<file path="src/rtl/mdu_pkg.sv">
// Shared definitions for the HI/LO multiply/divide unit: op encodings,
// FSM states and the default iteration count.
package mdu_pkg;

    localparam int ITER_CNT = 32;

    typedef enum logic [1:0] {
        OP_MULTU = 2'b00,
        OP_MULT  = 2'b01,
        OP_DIVU  = 2'b10,
        OP_DIV   = 2'b11
    } op_t;

    typedef enum logic [1:0] {
        IDLE = 2'd0,
        CALC = 2'd1,
        FIX  = 2'd2
    } state_t;

    function automatic logic op_is_div(input op_t op);
        return op[1];
    endfunction

    function automatic logic op_is_signed(input op_t op);
        return op[0];
    endfunction

endpackage

</file>
<file path="src/rtl/mult_div_unit.sv">
// Iterative HI/LO multiply/divide unit: one shift-add or restoring
// shift-subtract step per cycle on a shared 2*WIDTH accumulator.
module mult_div_unit
    import mdu_pkg::*;
#(
    parameter int WIDTH = 32,
    parameter int ITER  = ITER_CNT
) (
    input  logic             clock,
    input  logic             reset,
    input  logic             start,
    input  logic [1:0]       op,
    input  logic [WIDTH-1:0] operand_a,
    input  logic [WIDTH-1:0] operand_b,
    input  logic             mt_hi,
    input  logic             mt_lo,
    input  logic [WIDTH-1:0] mt_data,
    output logic             busy,
    output logic             done,
    output logic             div_by_zero,
    output logic [WIDTH-1:0] hi,
    output logic [WIDTH-1:0] lo
);

    localparam int CW = (ITER > 1) ? $clog2(ITER) : 1;

    state_t             state;
    op_t                op_q;
    logic [CW-1:0]      cnt;
    logic [2*WIDTH-1:0] acc;
    logic [WIDTH-1:0]   opnd_q;
    logic [WIDTH-1:0]   raw_a_q;
    logic               neg_lo_q;
    logic               neg_hi_q;
    logic               zero_div_q;

    // Operand conditioning at launch
    op_t              op_in;
    logic             in_signed;
    logic [WIDTH-1:0] abs_a;
    logic [WIDTH-1:0] abs_b;

    assign op_in     = op_t'(op);
    assign in_signed = op_is_signed(op_in);
    assign abs_a     = (in_signed && operand_a[WIDTH-1]) ? ('0 - operand_a) : operand_a;
    assign abs_b     = (in_signed && operand_b[WIDTH-1]) ? ('0 - operand_b) : operand_b;

    // Multiply keeps the multiplier in acc low half and shifts the
    // running product in from the top; divide shifts the dividend out
    // of the low half into the partial remainder.
    logic [WIDTH:0]     mul_sum;
    logic [2*WIDTH-1:0] mul_next;
    logic [2*WIDTH:0]   shifted;
    logic [WIDTH:0]     trial;
    logic [2*WIDTH-1:0] div_next;

    always_comb begin
        mul_sum  = {1'b0, acc[2*WIDTH-1:WIDTH]} + (acc[0] ? {1'b0, opnd_q} : '0);
        mul_next = {mul_sum, acc[WIDTH-1:1]};
        shifted  = {acc, 1'b0};
        trial    = shifted[2*WIDTH:WIDTH] - {1'b0, opnd_q};
        div_next = trial[WIDTH] ? shifted[2*WIDTH-1:0]
                                : {trial[WIDTH-1:0], shifted[WIDTH-1:1], 1'b1};
    end

    // Sign correction applied in FIX
    logic [2*WIDTH-1:0] prod_fix;
    logic [WIDTH-1:0]   quot_fix;
    logic [WIDTH-1:0]   rem_fix;

    always_comb begin
        prod_fix = neg_lo_q ? ('0 - acc) : acc;
        quot_fix = neg_lo_q ? ('0 - acc[WIDTH-1:0]) : acc[WIDTH-1:0];
        rem_fix  = neg_hi_q ? ('0 - acc[2*WIDTH-1:WIDTH]) : acc[2*WIDTH-1:WIDTH];
    end

    always_ff @(posedge clock) begin
        if (reset) begin
            state       <= IDLE;
            op_q        <= OP_MULTU;
            cnt         <= '0;
            acc         <= '0;
            opnd_q      <= '0;
            raw_a_q     <= '0;
            neg_lo_q    <= 1'b0;
            neg_hi_q    <= 1'b0;
            zero_div_q  <= 1'b0;
            busy        <= 1'b0;
            done        <= 1'b0;
            div_by_zero <= 1'b0;
            hi          <= '0;
            lo          <= '0;
        end else begin
            case (state)
                IDLE: begin
                    done <= 1'b0;
                    if (start) begin
                        op_q        <= op_in;
                        acc         <= {{WIDTH{1'b0}}, abs_a};
                        opnd_q      <= abs_b;
                        raw_a_q     <= operand_a;
                        neg_lo_q    <= in_signed & (operand_a[WIDTH-1] ^ operand_b[WIDTH-1]);
                        neg_hi_q    <= in_signed & operand_a[WIDTH-1];
                        zero_div_q  <= op_is_div(op_in) && (operand_b == '0);
                        cnt         <= '0;
                        busy        <= 1'b1;
                        div_by_zero <= 1'b0;
                        state       <= CALC;
                    end else begin
                        if (mt_hi) hi <= mt_data;
                        if (mt_lo) lo <= mt_data;
                    end
                end
                CALC: begin
                    acc <= op_is_div(op_q) ? div_next : mul_next;
                    cnt <= cnt + 1'b1;
                    if (cnt == CW'(ITER - 1)) state <= FIX;
                end
                FIX: begin
                    if (!op_is_div(op_q)) begin
                        hi <= prod_fix[2*WIDTH-1:WIDTH];
                        lo <= prod_fix[WIDTH-1:0];
                    end else if (zero_div_q) begin
                        hi <= raw_a_q;
                        lo <= '1;
                    end else begin
                        hi <= rem_fix;
                        lo <= quot_fix;
                    end
                    div_by_zero <= zero_div_q;
                    busy        <= 1'b0;
                    done        <= 1'b1;
                    state       <= IDLE;
                end
                default: state <= IDLE;
            endcase
        end
    end

endmodule

</file>
<file path="config.mk">
export PLATFORM = sky130hd
export DESIGN_NAME = mult_div_unit
export DESIGN_NICKNAME = d
export VERILOG_FILES = /design/src/rtl/mdu_pkg.sv /design/src/rtl/mult_div_unit.sv
export SDC_FILE = /design/constraint.sdc
export NUM_CORES = 1
export LEC_CHECK = 0
export ABC_CLOCK_PERIOD_IN_PS = 3650
export CORE_MARGIN = 2
export CORE_UTILIZATION = 30
export CTS_CLUSTER_DIAMETER = 100
export DETAILED_ROUTE_END_ITERATION = 8
export PLACE_DENSITY = 0.57
export SLEW_MARGIN = 20
export SYNTH_ARGS = -nofsm -noshare
export SYNTH_HDL_FRONTEND = slang
export SYNTH_SLANG_ARGS = --single-unit
export TNS_END_PERCENT = 5
</file>
<file path="constraint.sdc">
create_clock -name clock -period 3.65 [get_ports clock]
set_input_delay 0.73 -clock clock [delete_from_list [all_inputs] [get_ports clock]]
set_output_delay 0.73 -clock clock [all_outputs]
set_load 0.005 [all_outputs]
</file>
==> qor.yml <==
outcome:
  status: "finished clean"
floorplanning:
  initial_core_util_pct: 30.2
  dieWidth_um: 233
  dieArea_um2: 54500
  die_h_um: 233
  ios: 170
  num_rows: 84
  core_um2: 52300
route:
  drcViolationCount: 0
  wl_um: 66000
  wire_per_inst_um: 21.6
  first_pass_iters: 6
  num_vias: 17300
  viasPerCell: 5.65
  ant_nets: 0
  drt_iter0_markers: 1974
layout:
  layoutNonFillerInstCount: 3061
  diodes: 0
  layout-drive-gt1-share_pct: 11.5
  fillCellCount: 5459
  finalNetCount: 2527
  fin_area_um2: 20300
  utilization_pct: 38.8
  syn_to_final_growth_pct: 28.4
place:
  gp_congestion: 0.949
  dp_hpwl_um: 50700
  io_buffers: 169
  place_ws_ns: -0.473
  placed_cells: 3011
  place_area_um2: 19200
synth:
  synthCells: 2133
  synth_seq_cells: 206
  synth_top_cells_by_count: "246 x nand2_1, 216 x nor2_1, 206 x dfxtp_1, 203 x a21oi_1, 162 x o21ai_0"
  synth_area_leaders: "dfxtp_1 26%, xnor2_1 6.5%, a21oi_1 6.4%"
  synth.distinct_cells: 75
  ys.flop_type: "dfxtp_1"
  synth_top_cell_by_area: "dfxtp_1"
  synth_nets: 2308
  ys_warn_count: 0
  synth-edff-count: 0
  yosysMostFrequentCell: "nand2_1"
  synth_area_per_cell_um2: 7.41
  yosysSeqAreaShare_pct: 26.1
  netlist_area_um2: 15800
  async_flop_share_pct: 0
  post-synth-top-area-fraction_pct: 26.1
clock_network:
  clock_sinks: 206
  cts_inserted_buffers: 27
  hold_buffers: 0
  clk_pin_slew_ns: 0.06
  cts_tree: "done"
  cts_buffer_depth: 3
  htreeDepth: 1
  ctsRootBufferMaster: "clkbuf_16"
  clk_latency_ns: 0.59
worst_setup_path:
  crit_arrival_ns: 3.99
  rrSetupSlack_ns: 0.12
  crit_chain: "inv_1 -> ha_1 -> fa_1 -> nand2b_1 -> a21oi_2 -> o21a_1 -> a311o_1 -> a2111oi_4 -> o31ai_4 -> xnor2_4 -> mux2_2 -> a221o_1"
  slowest_stage: "o31ai_4"
  cp-end-kind: "register"
  cp-start-kind: "register"
  crit_fanout: 7
  critPathTopFamily: "compound AO/OA/AOI/OAI gates"
  worst-path-buf-inv: 1
  max_stage_delay_ns: 0.41
  worstSetupPathType: "reg2reg"
  crit_required_ns: 4.11
global_route:
  met3_usage_pct: 4.16
  grt_overflow: 0
  grtUsageTotal_pct: 23.5
  grt_pass1_vias: 16000
  grt_pass1_wl_um: 99000
  antenna_found_initial: 2
  grt_max_degree: 103
  grtUsageMet2_pct: 37.5
  groute.layer.met1.usage_pct: 32.7
  grt.busiest_layer: "met2"
timing:
  setup_slack_ns: 0.119
  finalSetupTns_ns: 0
  timing.fmax_ghz: 0.283
  holdWs_ns: 0.455
  fin_crit_ns: 3.53
  setup_violations: 0
  grt_setup_unrepaired: "true"
  drv_slew: 0
  finalHoldViolCount: 0
  max_slew_margin_pct: 25.7
  fin_crit_sh_pct: 96.7
  fin_skew_ns: 0.0257
  worstMarginPinSlew_ns: 1.11
job:
  cap_violations: 0
pwr:
  powerDensity_nw_per_um2: 386
  total_power_mw: 7.83
  p_leak_nw: 7.83
  ir_drop_uv: 331
hold_path:
  hold_path.class: "reg2reg"
## power breakdown
part | leakage [nW] | switching, mW | internal, mW
registers | 1.69 | 0.154 | 2.39
clock network | 0.516 | 1.16 | 2.03
logic | 5.62 | 1.21 | 0.883
total | 7.83 | 2.52 | 5.31
## state kept, by name, indices dropped and copies added, names as in the netlist, 2 cells and up
signal / cells
opnd_q: 32
acc: 64
raw_a_q: 32
cnt: 5
hi: 32
lo: 32
state: 2
## path summary, 6_finish.rpt
| check | start | endpoint | cells after the start |
|---|---|---|---|
| max | acc[31]$_SDFFE_PP0P_ | acc[50]$_SDFFE_PP0P_ | 12 |
| min | lo[29]$_SDFFE_PP0P_ | lo[29]$_SDFFE_PP0P_ | 2 |
| max reg2reg | acc[31]$_SDFFE_PP0P_ | acc[50]$_SDFFE_PP0P_ | 12 |
| min reg2reg | lo[29]$_SDFFE_PP0P_ | lo[29]$_SDFFE_PP0P_ | 2 |
## placed cells by master (no fill, tap or decap), types with 25 or more instances in the layout
cell,count
buf_4,170
a21o_1,31
a21oi_1,201
a31oi_1,25
nor2_1,215
nand2_1,246
xnor2_1,117
a211oi_1,98
clkbuf_16,27
o221ai_1,33
ha_1,70
o21ai_0,160
xor2_1,56
nor3_1,35
inv_1,58
dfxtp_1,204
nand3_1,35
clkdlybuf4s50_1,168
mux2i_1,63
## routing by layer
layer  share of wire [%]  up-vias
met5                   0        -
met4                 2.1        0
met3                 8.3       84
met2                  46      708
met1                  44     8289
li1                    -     8220
## tightest hold or removal path, delay by kind of cell (launching register included)
kind             cells  cell delay, ns
flip-flops           1            0.31
AND/OR/NAND/NOR      1            0.05
AO/OA/AOI/OAI        1            0.05
## cell families (layout without fill, tap and decap cells)
logic type	count (synthesis)	in the layout	synth area share (%)
buffers and inverters	212	452	5.20
xor gates and xnor gates	175	175	9.80
and+or+nand+nor	684	684	19.6
adders and majority gates	72	72	5.80
AOI/OAI and AO/OA	717	717	29.2
DFF	206	206	26.1
muxes	67	67	4.28
## cell type report
class,count,area (um^2),area share (%)
Sequential cell,206,4130,20.3
Timing Repair Buffer,344,3060,15.1
Inverter,58,218,1.07
Multi-Input combinational cell,1715,11000,54.1
Tap cell,688,861,4.24
Clock buffer,35,756,3.72
Clock inverter,15,300,1.48
## timing repair
| action | 4_1_cts | 5_1_grt |
|---|---|---|
| pin swaps | 0 | 4 |
| gates resized for setup | 3 | 15 |
| endpoints found under the setup margin | 3 | 26 |
| buffers inserted | 0 | 0 |
Power figures use the tool's default switching activity.
